**config.mk**
```make
export PLATFORM = sky130hd
export DESIGN_NAME = cordic_iter_ctrl_flat
export DESIGN_NICKNAME = d
export VERILOG_FILES = /design/src/rtl/cordic_pkg.sv /design/src/rtl/cordic_iter_ctrl_if.sv /design/src/rtl/cordic_microrot.sv /design/src/rtl/cordic_iter_ctrl.sv /design/src/flat_wrapper.sv
export SDC_FILE = /design/constraint.sdc
export NUM_CORES = 1
export LEC_CHECK = 0
export CORE_MARGIN = 2
export CORE_UTILIZATION = 50
export CTS_BUF_LIST = sky130_fd_sc_hd__clkbuf_2 sky130_fd_sc_hd__clkbuf_4 sky130_fd_sc_hd__clkbuf_8
export DETAILED_ROUTE_END_ITERATION = 8
export PLACE_DENSITY = 0.75
export SYNTH_ARGS = -nofsm -noshare
export SYNTH_HDL_FRONTEND = slang
export SYNTH_SLANG_ARGS = --single-unit
```
**constraint.sdc**
```tcl
create_clock -name clk -period 6.68 [get_ports clk]
set_input_delay 1.336 -clock clk [delete_from_list [all_inputs] [get_ports clk]]
set_output_delay 1.336 -clock clk [all_outputs]
set_load 0.02 [all_outputs]
```
**src/rtl/cordic_pkg.sv**
```systemverilog
// Shared constants and state encoding for the iterative CORDIC sequencer.
package cordic_pkg;

    localparam int unsigned N_DEF     = 32;
    localparam int unsigned I_DEF     = 20;
    localparam int unsigned FRAC_BITS = 29;

    // Gain compensation 0.607252935 in Q3.29; the caller pre-scales x with it.
    localparam int unsigned K_Q329    = 326016436;

    typedef enum logic [1:0] {
        IDLE = 2'd0,
        RUN  = 2'd1,
        DONE = 2'd2
    } state_e;

endpackage

```
**src/rtl/cordic_iter_ctrl_if.sv**
```systemverilog
// Job-in / result-out handshake bundle between the trig front end and the CORDIC sequencer.
interface cordic_iter_ctrl_if #(
    parameter int unsigned N = 32
);

    logic                in_valid;
    logic                in_ready;
    logic signed [N-1:0] x_in;
    logic signed [N-1:0] y_in;
    logic signed [N-1:0] z_in;

    logic                out_valid;
    logic                out_ready;
    logic signed [N-1:0] x_out;
    logic signed [N-1:0] y_out;
    logic signed [N-1:0] z_out;

    // Front end: offers jobs, consumes results.
    modport master (
        output in_valid, x_in, y_in, z_in, out_ready,
        input  in_ready, out_valid, x_out, y_out, z_out
    );

    // CORDIC sequencer: accepts jobs, produces results.
    modport slave (
        input  in_valid, x_in, y_in, z_in, out_ready,
        output in_ready, out_valid, x_out, y_out, z_out
    );

endinterface

```
**src/rtl/cordic_microrot.sv**
```systemverilog
// One combinational rotation-mode micro-rotation; the caller registers the results.
module cordic_microrot #(
    parameter int unsigned N  = 32,
    parameter int unsigned JW = 5
) (
    input  logic signed [N-1:0]  x,
    input  logic signed [N-1:0]  y,
    input  logic signed [N-1:0]  z,
    input  logic signed [N-1:0]  arctan,
    input  logic        [JW-1:0] j,
    output logic signed [N-1:0]  x_n,
    output logic signed [N-1:0]  y_n,
    output logic signed [N-1:0]  z_n
);

    logic signed [N-1:0] x_sh;
    logic signed [N-1:0] y_sh;
    logic                pos;

    // Direction from the sign of z (zero rotates positive); adds wrap at N bits.
    always_comb begin
        pos  = ~z[N-1];
        x_sh = x >>> j;
        y_sh = y >>> j;
        if (pos) begin
            x_n = x - y_sh;
            y_n = y + x_sh;
            z_n = z - arctan;
        end else begin
            x_n = x + y_sh;
            y_n = y - x_sh;
            z_n = z + arctan;
        end
    end

endmodule

```
**src/rtl/cordic_iter_ctrl.sv**
```systemverilog
// Iterative rotation-mode CORDIC sequencer: one micro-rotation per cycle, external arctan table.
module cordic_iter_ctrl
    import cordic_pkg::*;
#(
    parameter  int unsigned N  = N_DEF,
    parameter  int unsigned I  = I_DEF,
    localparam int unsigned JW = $clog2(I)
) (
    input  logic                 clk,
    input  logic                 rst_n,
    cordic_iter_ctrl_if.slave    bus,
    output logic [JW-1:0]        j,
    input  logic signed [N-1:0]  arctan,
    output logic                 busy
);

    state_e              state_q, state_d;
    logic [JW-1:0]       cnt_q, cnt_d;
    logic signed [N-1:0] x_q, y_q, z_q;
    logic signed [N-1:0] x_d, y_d, z_d;
    logic signed [N-1:0] x_rot, y_rot, z_rot;
    logic                in_ready_q, in_ready_d;
    logic                out_valid_q, out_valid_d;
    logic                busy_q, busy_d;

    cordic_microrot #(
        .N  (N),
        .JW (JW)
    ) u_microrot (
        .x      (x_q),
        .y      (y_q),
        .z      (z_q),
        .arctan (arctan),
        .j      (cnt_q),
        .x_n    (x_rot),
        .y_n    (y_rot),
        .z_n    (z_rot)
    );

    // State, datapath and registered handshake outputs.
    always_ff @(posedge clk or negedge rst_n) begin
        if (!rst_n) begin
            state_q     <= IDLE;
            cnt_q       <= '0;
            x_q         <= '0;
            y_q         <= '0;
            z_q         <= '0;
            in_ready_q  <= 1'b1;
            out_valid_q <= 1'b0;
            busy_q      <= 1'b0;
        end else begin
            state_q     <= state_d;
            cnt_q       <= cnt_d;
            x_q         <= x_d;
            y_q         <= y_d;
            z_q         <= z_d;
            in_ready_q  <= in_ready_d;
            out_valid_q <= out_valid_d;
            busy_q      <= busy_d;
        end
    end

    // Next state, iteration counter and datapath update; outputs decoded from the next state.
    always_comb begin
        state_d = state_q;
        cnt_d   = cnt_q;
        x_d     = x_q;
        y_d     = y_q;
        z_d     = z_q;

        case (state_q)
            IDLE: begin
                if (bus.in_valid && in_ready_q) begin
                    x_d     = bus.x_in;
                    y_d     = bus.y_in;
                    z_d     = bus.z_in;
                    cnt_d   = '0;
                    state_d = RUN;
                end
            end
            RUN: begin
                x_d = x_rot;
                y_d = y_rot;
                z_d = z_rot;
                // Counter doubles as j, so it returns to zero on leaving RUN.
                if (cnt_q == JW'(I - 1)) begin
                    cnt_d   = '0;
                    state_d = DONE;
                end else begin
                    cnt_d = cnt_q + JW'(1);
                end
            end
            DONE: begin
                if (bus.out_ready) begin
                    state_d = IDLE;
                end
            end
            default: begin
                state_d = IDLE;
                cnt_d   = '0;
            end
        endcase

        in_ready_d  = (state_d == IDLE);
        out_valid_d = (state_d == DONE);
        busy_d      = (state_d != IDLE);
    end

    assign j             = cnt_q;
    assign busy          = busy_q;
    assign bus.in_ready  = in_ready_q;
    assign bus.out_valid = out_valid_q;
    assign bus.x_out     = x_q;
    assign bus.y_out     = y_q;
    assign bus.z_out     = z_q;

endmodule

```
**src/flat_wrapper.sv**
```systemverilog
// flat-port wrapper written by rule: the top's interface ports become plain ports
module cordic_iter_ctrl_flat import cordic_pkg::*;
#(
    parameter  int unsigned N  = N_DEF,
    parameter  int unsigned I  = I_DEF,
    localparam int unsigned JW = $clog2(I)
)
  (clk, rst_n, j, arctan, busy, bus_in_valid, bus_x_in, bus_y_in, bus_z_in, bus_out_ready, bus_in_ready, bus_out_valid, bus_x_out, bus_y_out, bus_z_out);
  cordic_iter_ctrl_if #(.N(N)) bus_i ();
  input  logic clk;
  input  logic rst_n;
  output logic [JW-1:0] j;
  input  logic signed [N-1:0] arctan;
  output logic busy;
  input wire logic [$bits(bus_i.in_valid)-1:0] bus_in_valid;
  input wire logic [$bits(bus_i.x_in)-1:0] bus_x_in;
  input wire logic [$bits(bus_i.y_in)-1:0] bus_y_in;
  input wire logic [$bits(bus_i.z_in)-1:0] bus_z_in;
  input wire logic [$bits(bus_i.out_ready)-1:0] bus_out_ready;
  output wire logic [$bits(bus_i.in_ready)-1:0] bus_in_ready;
  output wire logic [$bits(bus_i.out_valid)-1:0] bus_out_valid;
  output wire logic [$bits(bus_i.x_out)-1:0] bus_x_out;
  output wire logic [$bits(bus_i.y_out)-1:0] bus_y_out;
  output wire logic [$bits(bus_i.z_out)-1:0] bus_z_out;
  assign bus_i.in_valid = bus_in_valid;
  assign bus_i.x_in = bus_x_in;
  assign bus_i.y_in = bus_y_in;
  assign bus_i.z_in = bus_z_in;
  assign bus_i.out_ready = bus_out_ready;
  assign bus_in_ready = bus_i.in_ready;
  assign bus_out_valid = bus_i.out_valid;
  assign bus_x_out = bus_i.x_out;
  assign bus_y_out = bus_i.y_out;
  assign bus_z_out = bus_i.z_out;
  cordic_iter_ctrl #(.N(N), .I(I)) u_core (.clk(clk), .rst_n(rst_n), .bus(bus_i), .j(j), .arctan(arctan), .busy(busy));
endmodule
```
==> metrics.md <==
| Metric | Value |
|---|---|
| Post-synth EDFFs | 0 |
| Fill count | ~2600 |
| Syn_area_per_cell | 7.93 um^2 |
| Async SR Flop Fraction | 100% |
| Max Root-Sink Buffers | 2 |
| Clock latency on the worst-skew pair | 0.46 ns |
| Max Freq | 159 MHz |
| Count of final setup violators | 0 |
| Most used DFF post-synth | dfrtp_1 |
| Antenna viol nets, final | 0 |
| Initial DRC Count | 1493 |
| Post-layout minimum cycle time | 6.28 ns |
| RR Startpoint | u_core.j[0] |
| Startpoint types | register |
| Vias per cell | 6.68 |
| Syn_nets | 2121 |
| Clock transition at the registers of the reported paths | ~0.13 ns |
| I/O pins | approximately 240 |
| Antenna cells | 0 |
| Layout area overhead | 21.3% |
| Global Route Usage Sum | ~39% |
| CTS tree | done |
| CTS H-tree lvls | 3 |
| Storage element area | ~2700 um^2 |
| Synth warn | 0 |
| Worst-Margin Slew | 1.14 ns |
| Outcome | finished, final reports clean |
| Total congestion overflow | 0 |
| Clock skew | 0.0250 ns |
| Die ar. | 31300 um^2 |
| Total CTS buffers | 9 |
| Final hold violation count | 0 |
| Port bufs | 235 |
| Vias in the first global route | around 16000 |
| Setup TNS | 0 ns |
| Fin cells | 2474 |
| Synth Instances | 1882 |
| Kind of critical path | register to register |
| Global-route wire length before repair | 92900 um |
| Count of cell types in the netlist | 83 |
| Starting density of the core | 50.5% |
| Die X | 177 um |
| HP Class | register to register |
| # nets final | ~2300 |
| CP required | about 7 ns |
| Register bit total from synthesis | 106 |
| Die Height | 177 um |
| Critical path origin | u_core.j[0] |
| WL per Instance | ~25 um |
| Worst Path Arrival | approximately 6.6 ns |
| Final wirelength | about 61000 um |
| Root buf cell | clkbuf_8 |
| CP endpoint kind | register |
| DPL Wire Length | 46400 um |
| Antenna violations before repair | 1 |
| # Max-Cap Violations | 0 |
| DRT Pass-1 Iters | 6 |
| CTS sink cnt | 106 |
| Cells after DPL | about 2500 |
| Multi-input logic area | 11600 um^2 |
| Hold path startpoint | u_core.bus.z_out[15] |
| Mapped Area | 14900 um^2 |
| Final Cycle Share | 94.0% |
| Hold Path Stages | 2 |
| Crit Path Max Fanout | 11 |
| Core Box Area | 29600 um^2 |
| Register area share after synthesis | between 15 and 20% |
| Site row count | 63 |
| RSZ-0062 raised after global routing | false |
| Reg2reg path depth | 22 |
| Hold WS | 0.530 ns |
| Max_slew headroom | 23.9% |
| Largest net degree at the start of global routing | 98 |
| Util after Layout | 61.3% |
| Routed vias | 16522 |
| Share of post-route cells with drive strength above 1 | under 10% |
| Placer congestion estimate | between 1 and 1.5 |
| Final Slew Violations | 0 |
| Post-route DRC | 0 |
## state kept, by name, summed over array words and instances, names as in the netlist
register	cells
u_core.bus.x_out	32
u_core.bus.y_out	32
u_core.bus.z_out	32
u_core.j	5
u_core.state_q	2
u_core.bus.in_ready	1
u_core.bus.out_valid	1
u_core.busy	1
## cell usage in the layout (no fill, tap or decap), types with 11 or more instances in the layout
cell type	n
or3_1	31
clkdlybuf4s50_1	234
nand2b_1	22
a21oi_1	166
o211ai_1	15
o21bai_1	22
a31oi_1	42
buf_4	61
ha_1	104
inv_1	39
nand3_1	29
xor2_1	87
mux2_2	21
nor2_1	127
a221oi_1	11
a211oi_1	19
mux2i_1	42
o21a_1	22
mux4_2	50
and2_1	18
nand2_1	183
o21ai_0	150
xnor2_1	81
dfrtp_1	101
nor2b_1	17
nor3_1	46
a21o_1	45
and3_1	11
o22ai_1	84
## cells in the mapped netlist (all sizes together), types with 29 or more instances
master / instances / area [um^2]
a31oi: 42 / 263
dfrtp: 105 / 2630
nand2: 184 / 691
clkbuf: 81 / 304
xnor2: 81 / 709
mux4: 51 / 1150
xor2: 87 / 762
nor2: 128 / 480
mux2i: 42 / 420
nor3: 46 / 230
buf: 37 / 209
ha: 104 / 1300
o22ai: 84 / 526
inv: 39 / 146
or3: 31 / 194
nand3: 29 / 145
a21o: 45 / 338
o21ai: 151 / 756
a21oi: 166 / 831
## stage by stage
step                cell area [um^2]  worst slack, ns
floorplan                      14900            0.986
global placement               17800            0.392
detailed placement             17800            0.367
CTS                            18000            0.313
global route                   18100            0.105
finish                         18100            0.398
## routing by layer
| layer | wire length (um) | part of all wire (%) | up-vias | GRT usage (%) |
|---|---|---|---|---|
| li1 | - | - | 7486 | - |
| met4 | 3080 | 5.1 | 0 | 19.5 |
| met3 | 5250 | 8.6 | 162 | 6.57 |
| met2 | 28100 | 46 | 937 | 62.3 |
| met1 | 24500 | 40 | 7937 | 50.0 |
| met5 | 0 | 0 | - | 0 |
## layout make-up
type                       count  share of cell area [%]
clock buffer                   9                   0.684
clock inverter                 7                   0.421
multi-input combinational   1617                    64.2
sequential                   106                    14.7
timing repair buffer         304                    16.4
tap                          390                    2.69
inverter                      41                   0.850
## path summary, 6_finish.rpt
| check | slack (ns) | to |
|---|---|---|
| setup / recovery | 0.40 | u_core.bus.y_out[28] |
| setup reg to reg | 0.40 | u_core.bus.y_out[28] |
| max in group asynchronous | 4.42 | u_core.bus.z_out[31] |
| hold / removal | 0.53 | u_core.bus.z_out[15] |
| min in group asynchronous | 0.95 | u_core.bus.x_out[9] |
| hold reg to reg | 0.53 | u_core.bus.z_out[15] |
## cells by family (layout without fill, tap and decap cells)
logic type | Yosys count | in the layout | share of synthesized area, %
compound gates | 677 | 677 | 28.7
xor+xnor | 168 | 168 | 9.85
mux | 115 | 115 | 12.2
flops | 106 | 106 | 17.8
simple gates | 550 | 550 | 17.9
buf+inv | 159 | 361 | 4.47
fa+ha+maj | 107 | 107 | 9.12
## worst max-delay path: stages, from the launching register on
cell	delay (ns)
dfrtp_4	0.52
buf_4	0.17
buf_4	0.20
mux4_2	0.53
a22oi_1	0.27
o221ai_1	0.26
nor4_1	0.50
and3b_1	0.27
nor4b_2	0.25
nor4bb_1	0.26
buf_4	0.21
a21oi_1	0.08
xor2_1	0.18
ha_1	0.34
a21o_1	0.19
a21oi_1	0.19
o311ai_0	0.19
a2111oi_0	0.58
nor3_1	0.26
a211o_1	0.31
a21oi_1	0.17
xor2_1	0.17
a21oi_1	0.08
## repair_timing
item,4_1_cts,5_1_grt
endpoints found under the setup margin,0,2
hold buffers,0,0
gates resized for setup,0,1
setup buffers,0,7
Power is left out: the tool's default activity adds up to more than one toggle a clock period on the data nets, which glitch-free logic cannot reach.
